[src/rtl/cpu_pkg.sv]
// Shared CPU constants and the instruction-memory loader state encoding.
// Used by the loader and by instr_mem.
package cpu_pkg;

  localparam int ADDR_W     = 8;
  localparam int DATA_W     = 16;
  localparam int IMEM_DEPTH = 2 ** ADDR_W;

  typedef enum logic [2:0] {
    LD_IDLE,
    LD_LEN,
    LD_HI,
    LD_LO,
    LD_CSUM,
    LD_DONE,
    LD_ERR
  } ld_state_t;

  // Modulo-256 running sum; a good image sums to zero including LEN and CSUM.
  function automatic logic [7:0] csum_add(input logic [7:0] acc, input logic [7:0] b);
    return acc + b;
  endfunction

endpackage

[src/rtl/imem_loader_if.sv]
// Byte-stream input and instruction-memory write port of the loader.
// master = loader side, slave = stream source / memory side.
interface imem_loader_if #(
  parameter int ADDR_W = cpu_pkg::ADDR_W,
  parameter int DATA_W = cpu_pkg::DATA_W
);

  logic [7:0]        in_data;
  logic              in_valid;
  logic              in_ready;
  logic              imem_we;
  logic [ADDR_W-1:0] imem_waddr;
  logic [DATA_W-1:0] imem_wdata;

  modport master (
    input  in_data, in_valid,
    output in_ready, imem_we, imem_waddr, imem_wdata
  );

  modport slave (
    output in_data, in_valid,
    input  in_ready, imem_we, imem_waddr, imem_wdata
  );

endinterface

[src/rtl/imem_loader.sv]
// Loads a LEN/data/CSUM byte stream into instruction memory, high byte first,
// and holds the CPU until a load finishes with a good checksum.
module imem_loader
  import cpu_pkg::*;
#(
  parameter int ADDR_W = cpu_pkg::ADDR_W,
  parameter int DATA_W = cpu_pkg::DATA_W
) (
  input  logic              clk,
  input  logic              rst,
  input  logic              start,
  input  logic              abort,
  imem_loader_if.master     bus,
  output logic              busy,
  output logic              done,
  output logic              error,
  output logic              cpu_hold
);

  // One extra bit so a full 256-word image never wraps the word index.
  localparam int                IDX_W = ADDR_W + 1;
  localparam logic [IDX_W-1:0]  FULL  = IDX_W'(2 ** ADDR_W);

  ld_state_t         st;
  logic [IDX_W-1:0]  idx;
  logic [IDX_W-1:0]  nwords;
  logic [IDX_W-1:0]  idx_nx;
  logic [7:0]        sum;
  logic [7:0]        sum_nx;
  logic [7:0]        hi;
  logic              xfer;

  // in_ready is registered, so xfer has no combinational path from in_valid to in_ready.
  assign xfer   = bus.in_valid & bus.in_ready;
  assign idx_nx = idx + IDX_W'(1);
  assign sum_nx = csum_add(sum, bus.in_data);

  always_ff @(posedge clk or posedge rst) begin
    if (rst) begin
      st             <= LD_IDLE;
      bus.in_ready   <= 1'b0;
      bus.imem_we    <= 1'b0;
      bus.imem_waddr <= '0;
      bus.imem_wdata <= '0;
      busy           <= 1'b0;
      done           <= 1'b0;
      error          <= 1'b0;
      cpu_hold       <= 1'b0;
      idx            <= '0;
      nwords         <= '0;
      sum            <= '0;
      hi             <= '0;
    end else begin
      bus.imem_we <= 1'b0;
      if (abort) begin
        st           <= LD_IDLE;
        bus.in_ready <= 1'b0;
        busy         <= 1'b0;
        done         <= 1'b0;
        error        <= 1'b0;
        cpu_hold     <= 1'b0;
      end else begin
        case (st)
          LD_IDLE, LD_DONE, LD_ERR: begin
            if (start) begin
              st           <= LD_LEN;
              bus.in_ready <= 1'b1;
              busy         <= 1'b1;
              cpu_hold     <= 1'b1;
              done         <= 1'b0;
              error        <= 1'b0;
              idx          <= '0;
              sum          <= '0;
            end
          end
          LD_LEN: begin
            if (xfer) begin
              nwords <= (bus.in_data == 8'd0) ? FULL : IDX_W'(bus.in_data);
              sum    <= sum_nx;
              st     <= LD_HI;
            end
          end
          LD_HI: begin
            if (xfer) begin
              hi  <= bus.in_data;
              sum <= sum_nx;
              st  <= LD_LO;
            end
          end
          LD_LO: begin
            if (xfer) begin
              bus.imem_wdata <= DATA_W'({hi, bus.in_data});
              bus.imem_waddr <= idx[ADDR_W-1:0];
              bus.imem_we    <= 1'b1;
              idx            <= idx_nx;
              sum            <= sum_nx;
              st             <= (idx_nx == nwords) ? LD_CSUM : LD_HI;
            end
          end
          LD_CSUM: begin
            if (xfer) begin
              bus.in_ready <= 1'b0;
              busy         <= 1'b0;
              sum          <= sum_nx;
              if (sum_nx == 8'd0) begin
                st       <= LD_DONE;
                done     <= 1'b1;
                cpu_hold <= 1'b0;
              end else begin
                st    <= LD_ERR;
                error <= 1'b1;
              end
            end
          end
          default: begin
            st           <= LD_IDLE;
            bus.in_ready <= 1'b0;
            busy         <= 1'b0;
          end
        endcase
      end
    end
  end

endmodule

[src/flat_wrapper.sv]
// flat-port wrapper written by rule: the top's interface ports become plain ports
module imem_loader_flat import cpu_pkg::*;
#(
  parameter int ADDR_W = cpu_pkg::ADDR_W,
  parameter int DATA_W = cpu_pkg::DATA_W
)
  (clk, rst, start, abort, busy, done, error, cpu_hold, bus_in_data, bus_in_valid, bus_in_ready, bus_imem_we, bus_imem_waddr, bus_imem_wdata);
  imem_loader_if #(.ADDR_W(ADDR_W), .DATA_W(DATA_W)) bus_i ();
  input  logic clk;
  input  logic rst;
  input  logic start;
  input  logic abort;
  output logic busy;
  output logic done;
  output logic error;
  output logic cpu_hold;
  input wire logic [$bits(bus_i.in_data)-1:0] bus_in_data;
  input wire logic [$bits(bus_i.in_valid)-1:0] bus_in_valid;
  output wire logic [$bits(bus_i.in_ready)-1:0] bus_in_ready;
  output wire logic [$bits(bus_i.imem_we)-1:0] bus_imem_we;
  output wire logic [$bits(bus_i.imem_waddr)-1:0] bus_imem_waddr;
  output wire logic [$bits(bus_i.imem_wdata)-1:0] bus_imem_wdata;
  assign bus_i.in_data = bus_in_data;
  assign bus_i.in_valid = bus_in_valid;
  assign bus_in_ready = bus_i.in_ready;
  assign bus_imem_we = bus_i.imem_we;
  assign bus_imem_waddr = bus_i.imem_waddr;
  assign bus_imem_wdata = bus_i.imem_wdata;
  imem_loader #(.ADDR_W(ADDR_W), .DATA_W(DATA_W)) u_core (.clk(clk), .rst(rst), .start(start), .abort(abort), .bus(bus_i), .busy(busy), .done(done), .error(error), .cpu_hold(cpu_hold));
endmodule
[config.mk]
export PLATFORM = sky130hd
export DESIGN_NAME = imem_loader_flat
export DESIGN_NICKNAME = d
export VERILOG_FILES = /design/src/rtl/cpu_pkg.sv /design/src/rtl/imem_loader_if.sv /design/src/rtl/imem_loader.sv /design/src/flat_wrapper.sv
export SDC_FILE = /design/constraint.sdc
export NUM_CORES = 1
export LEC_CHECK = 0
export CELL_PAD_IN_SITES_DETAIL_PLACEMENT = 1
export CELL_PAD_IN_SITES_GLOBAL_PLACEMENT = 1
export CORE_ASPECT_RATIO = 1.2
export CORE_MARGIN = 2
export CORE_UTILIZATION = 43
export CTS_BUF_LIST = sky130_fd_sc_hd__clkbuf_4 sky130_fd_sc_hd__clkbuf_8 sky130_fd_sc_hd__clkbuf_16
export DETAILED_ROUTE_END_ITERATION = 8
export PLACE_DENSITY_LB_ADDON = 0.1
export SYNTH_ARGS = -nofsm -noshare
export SYNTH_HDL_FRONTEND = slang
export SYNTH_SLANG_ARGS = --single-unit
[constraint.sdc]
create_clock -name clk -period 2.6 [get_ports clk]
set_clock_uncertainty 0.1 [all_clocks]
set_input_delay 0.52 -clock clk [delete_from_list [all_inputs] [get_ports clk]]
set_output_delay 0.52 -clock clk [all_outputs]
set_load 0.01 [all_outputs]
==> flow_summary.toml <==
[worst_setup_path]
setup.reg_to_reg.worst_slack_ns = 0.23
start_kind = "input pin"
setup.worst_path.class = "in -> reg"
setup.worst_path.start = "bus_in_data[2]"
crit_fanout = 3
worst_ep_arrival_time_ns = 2.61
worstPathRequired_ns = 2.73
worstSetupEndpointType = "flop"
timing.rr.start = "u_core.sum[0]"

[logic_synthesis]
synth-seq-area-share_pct = 45.8
share_of_flip_flops_with_an_asynchronous_set_or_reset_after_synthesis_pct = 100
cell_count_after_synthesis = 380
number_of_flops_mapped_to_enable_cells_by_yosys = 0
syn-cell-area_um2 = 3610
synth_top_flop_cell = "sky130_fd_sc_hd__dfrtp_1"
synth.ff_latch_count = 66
synth_fp_nets = 402
yosys_warnings = 0
average_footprint_of_a_synthesized_cell_um2 = 9.50
synth.distinct_cells = 63

[floorplan]
start_util_pct = 44.3
core_um2 = 8150
die_w_um = 87.6
floorplan.rows = 36
fp.dieArea_um2 = 9150
die_y_um = 104
io_pins = 43

[clock_tree]
clk_latency_ns = 0.36
cts_max_level = 3
cts_inserted_buffers = 9
clock_sink_count = 66
clk_transition_reported_paths_ns = 0.08
cts_root_buffer = "sky130_fd_sc_hd__clkbuf_8"
cts_buffer_depth = 2
cts_tree = "built"
ctsHoldBuffers = 0

[min_path]
worstHoldPathType = "in -> async"

[sta]
grt_setup_unrepaired = "false"
period_share_pct = 95.4
timing.final.max_slew_violations = 0
fmaxAchievable_mhz = 403
timing.final.ws_setup_ns = 0.120
post-route-min-period_ns = 2.48
max-slew-margin-rel_pct = 63.9
transition_time_at_the_pin_with_the_least_slew_margin_ns = 0.533
fin_worst_hold_slack_ns = 0.328
timing.final.setup_violations = 0
hold_violations = 0

[pwr]
power.net_switching_uw = 1080
p_leak_uw = 0.00210
power.clock.fraction_pct = 26.4
seqPwrFrac_pct = 39.3
pwr_density_cell_nw_per_um2 = 717
power.switching_fraction_pct = 32.9
pwr-share-comb_pct = 34.3
max-vdd-ir-drop_mv = 0.414
power_report.internal_total_uw = 2200

[global_route]
grt_first_pass_wirelength_mm = 16.1
grt_antenna_before_repair = 0
grt_pass1_vias = 3235
pin_count_of_the_biggest_net_entering_global_routing = 55
track_usage_pct = 22.4
grt_overflow_total = 0

[flow_run]
drv.max_cap_violation_count = 0

[routing]
wirelength_mm = 9.47
detail_route.drc_violations = 0
drt-initial-drc-count = 141
drtAntennaViolNets = 0
detailedRoute.firstPassIterationCount = 4
route.detailed.wl_per_inst_um = 16.6
detail_route.vias_per_cell = 5.34
dr_total_vias = 3037

[placement]
placement.io_buffers = 42
post_placement_cell_count = 552
gpl.final_weighted_congestion = 0.850
detailedPlacementHpwl_mm = 6.69
post-place-ws_ns = -0.687
postPlaceCellArea_um2 = 4300

[cells_and_area]
drive_gt1_share_pct = 19.6
fin_area_um2 = 4560
layout-area-overhead-vs-synth_pct = 26.3
seqCellArea_um2 = 1650
num-fill-cells = 943
fin_cells = 569
layout.nets = 473
area_of_combinational_cells_with_multiple_inputs_um2 = 1830
antenna_cells_inserted = 0
final_cell_mix = "sky130_fd_sc_hd__nand2_1, sky130_fd_sc_hd__dfrtp_1, sky130_fd_sc_hd__clkdlybuf4s50_1"
finish.utilization_pct = 55.9
most_frequent_standard_cell_in_the_layout_excluding_fill_and_tap_cells = "sky130_fd_sc_hd__nand2_1"

[run_status]
status = "completed"
synth_stat cells (3+ instances only):
master                     count  share of area (%)
sky130_fd_sc_hd__buf_6         3               0.94
sky130_fd_sc_hd__nor2_1       18                1.9
sky130_fd_sc_hd__o31ai_1       9                1.9
sky130_fd_sc_hd__o21ai_0      22                3.1
sky130_fd_sc_hd__nand2b_1      4               0.69
sky130_fd_sc_hd__mux2_2       17                5.3
sky130_fd_sc_hd__buf_2         8                1.1
sky130_fd_sc_hd__dfrtp_1      66                 46
sky130_fd_sc_hd__o21a_1        3               0.62
sky130_fd_sc_hd__nor3_1        5               0.69
sky130_fd_sc_hd__buf_4         3               0.62
sky130_fd_sc_hd__o21ai_1       3               0.42
sky130_fd_sc_hd__xnor2_1      10                2.4
sky130_fd_sc_hd__nand3_1       7               0.97
sky130_fd_sc_hd__inv_1         7               0.73
sky130_fd_sc_hd__nand3b_1      4               0.83
sky130_fd_sc_hd__a21oi_1       8                1.1
sky130_fd_sc_hd__nand2_1     100                 10
sky130_fd_sc_hd__a211oi_1      5                1.0
sky130_fd_sc_hd__xor2_1        6                1.5
sky130_fd_sc_hd__nor4_1        5               0.87
sky130_fd_sc_hd__ha_1          8                2.8
sky130_fd_sc_hd__nor3b_1       6                1.2
layout make-up:
type                            count  area share [%]
Multi-Input combinational cell    288            40.2
Sequential cell                    66            36.2
Timing Repair Buffer               78            15.5
Tap cell                          114            3.13
Clock buffer                       10            3.02
Clock inverter                      5            1.21
Inverter                            8           0.659
registers in the layout (all words and copies together), names as in the netlist:
register and count:
u_core.done 1, u_core.st 3, u_core.idx 9, u_core.cpu_hold 1
u_core.hi 8, u_core.bus.in_ready 1, u_core.bus.imem_we 1, u_core.bus.imem_wdata 16
u_core.nwords 9, u_core.sum 8, u_core.bus.imem_waddr 8, u_core.error 1
worst paths after layout:
check                      depth (start not counted)                   endpoint
hold / removal                                     2  u_core.bus.imem_wdata[12]
hold reg to reg                                    2  u_core.bus.imem_wdata[10]
max in group asynchronous                          3               u_core.hi[2]
setup reg to reg                                   9               u_core.st[1]
setup / recovery                                   9               u_core.st[1]
min in group clk                                   2  u_core.bus.imem_wdata[10]
logic make-up (layout without fill, tap and decap cells):
logic type,count (synthesis),count (layout),synth area share (%)
and+or+nand+nor,170,170,22.1
adders and majority gates,9,9,3.33
AOI/OAI and AO/OA,74,74,14.2
xor gates and xnor gates,16,16,3.88
buffers and inverters,26,101,4.85
DFF,66,66,45.8
muxes,19,19,5.86
critical path, stage by stage:
cell	delay, ns
sky130_fd_sc_hd__clkdlybuf4s50_1	0.44
sky130_fd_sc_hd__ha_1	0.36
sky130_fd_sc_hd__a211oi_2	0.09
sky130_fd_sc_hd__buf_4	0.14
sky130_fd_sc_hd__or2_1	0.27
sky130_fd_sc_hd__a221oi_2	0.28
sky130_fd_sc_hd__nand3_2	0.18
sky130_fd_sc_hd__nor3b_2	0.22
sky130_fd_sc_hd__o32ai_1	0.10
stage by stage:
| stage | setup TNS (ns) | power [uW] |
|---|---|---|
| finish | 0 | 3270 |
| global route | 0 | 3490 |
| CTS | 0 | 3260 |
| detailed placement | -3.60 | 2330 |
| global placement | -3.05 | 2290 |
| floorplan | 0 | 1920 |
power by group through the flow:
stage                     logic [uW]  registers, uW  clock network (uW)
final                           1120           1280                 864
after global routing            1250           1300                 932
after CTS                       1090           1280                 896
after detailed placement        1040           1300                   0
after global placement          1000           1290                   0
after floorplan                  659           1270                   0
routing by layer:
layer / global-route usage, % / up-vias / wire [um]
li1: - / 1468 / -
met1: 27.9 / 1510 / 4080
met2: 38.7 / 44 / 5030
met3: 3.57 / 15 / 191
met4: 7.58 / 0 / 167
met5: 0 / - / 0
repair_timing:
item / in CTS / in global routing
cloned: 0 / 0
buffers inserted: 1 / 1
resized for setup: 6 / 6
endpoints found under the setup margin: 5 / 6
endpoints found under the hold margin: 0 / 0
pin swaps: 3 / 7
(Power assumes the default switching activity.)
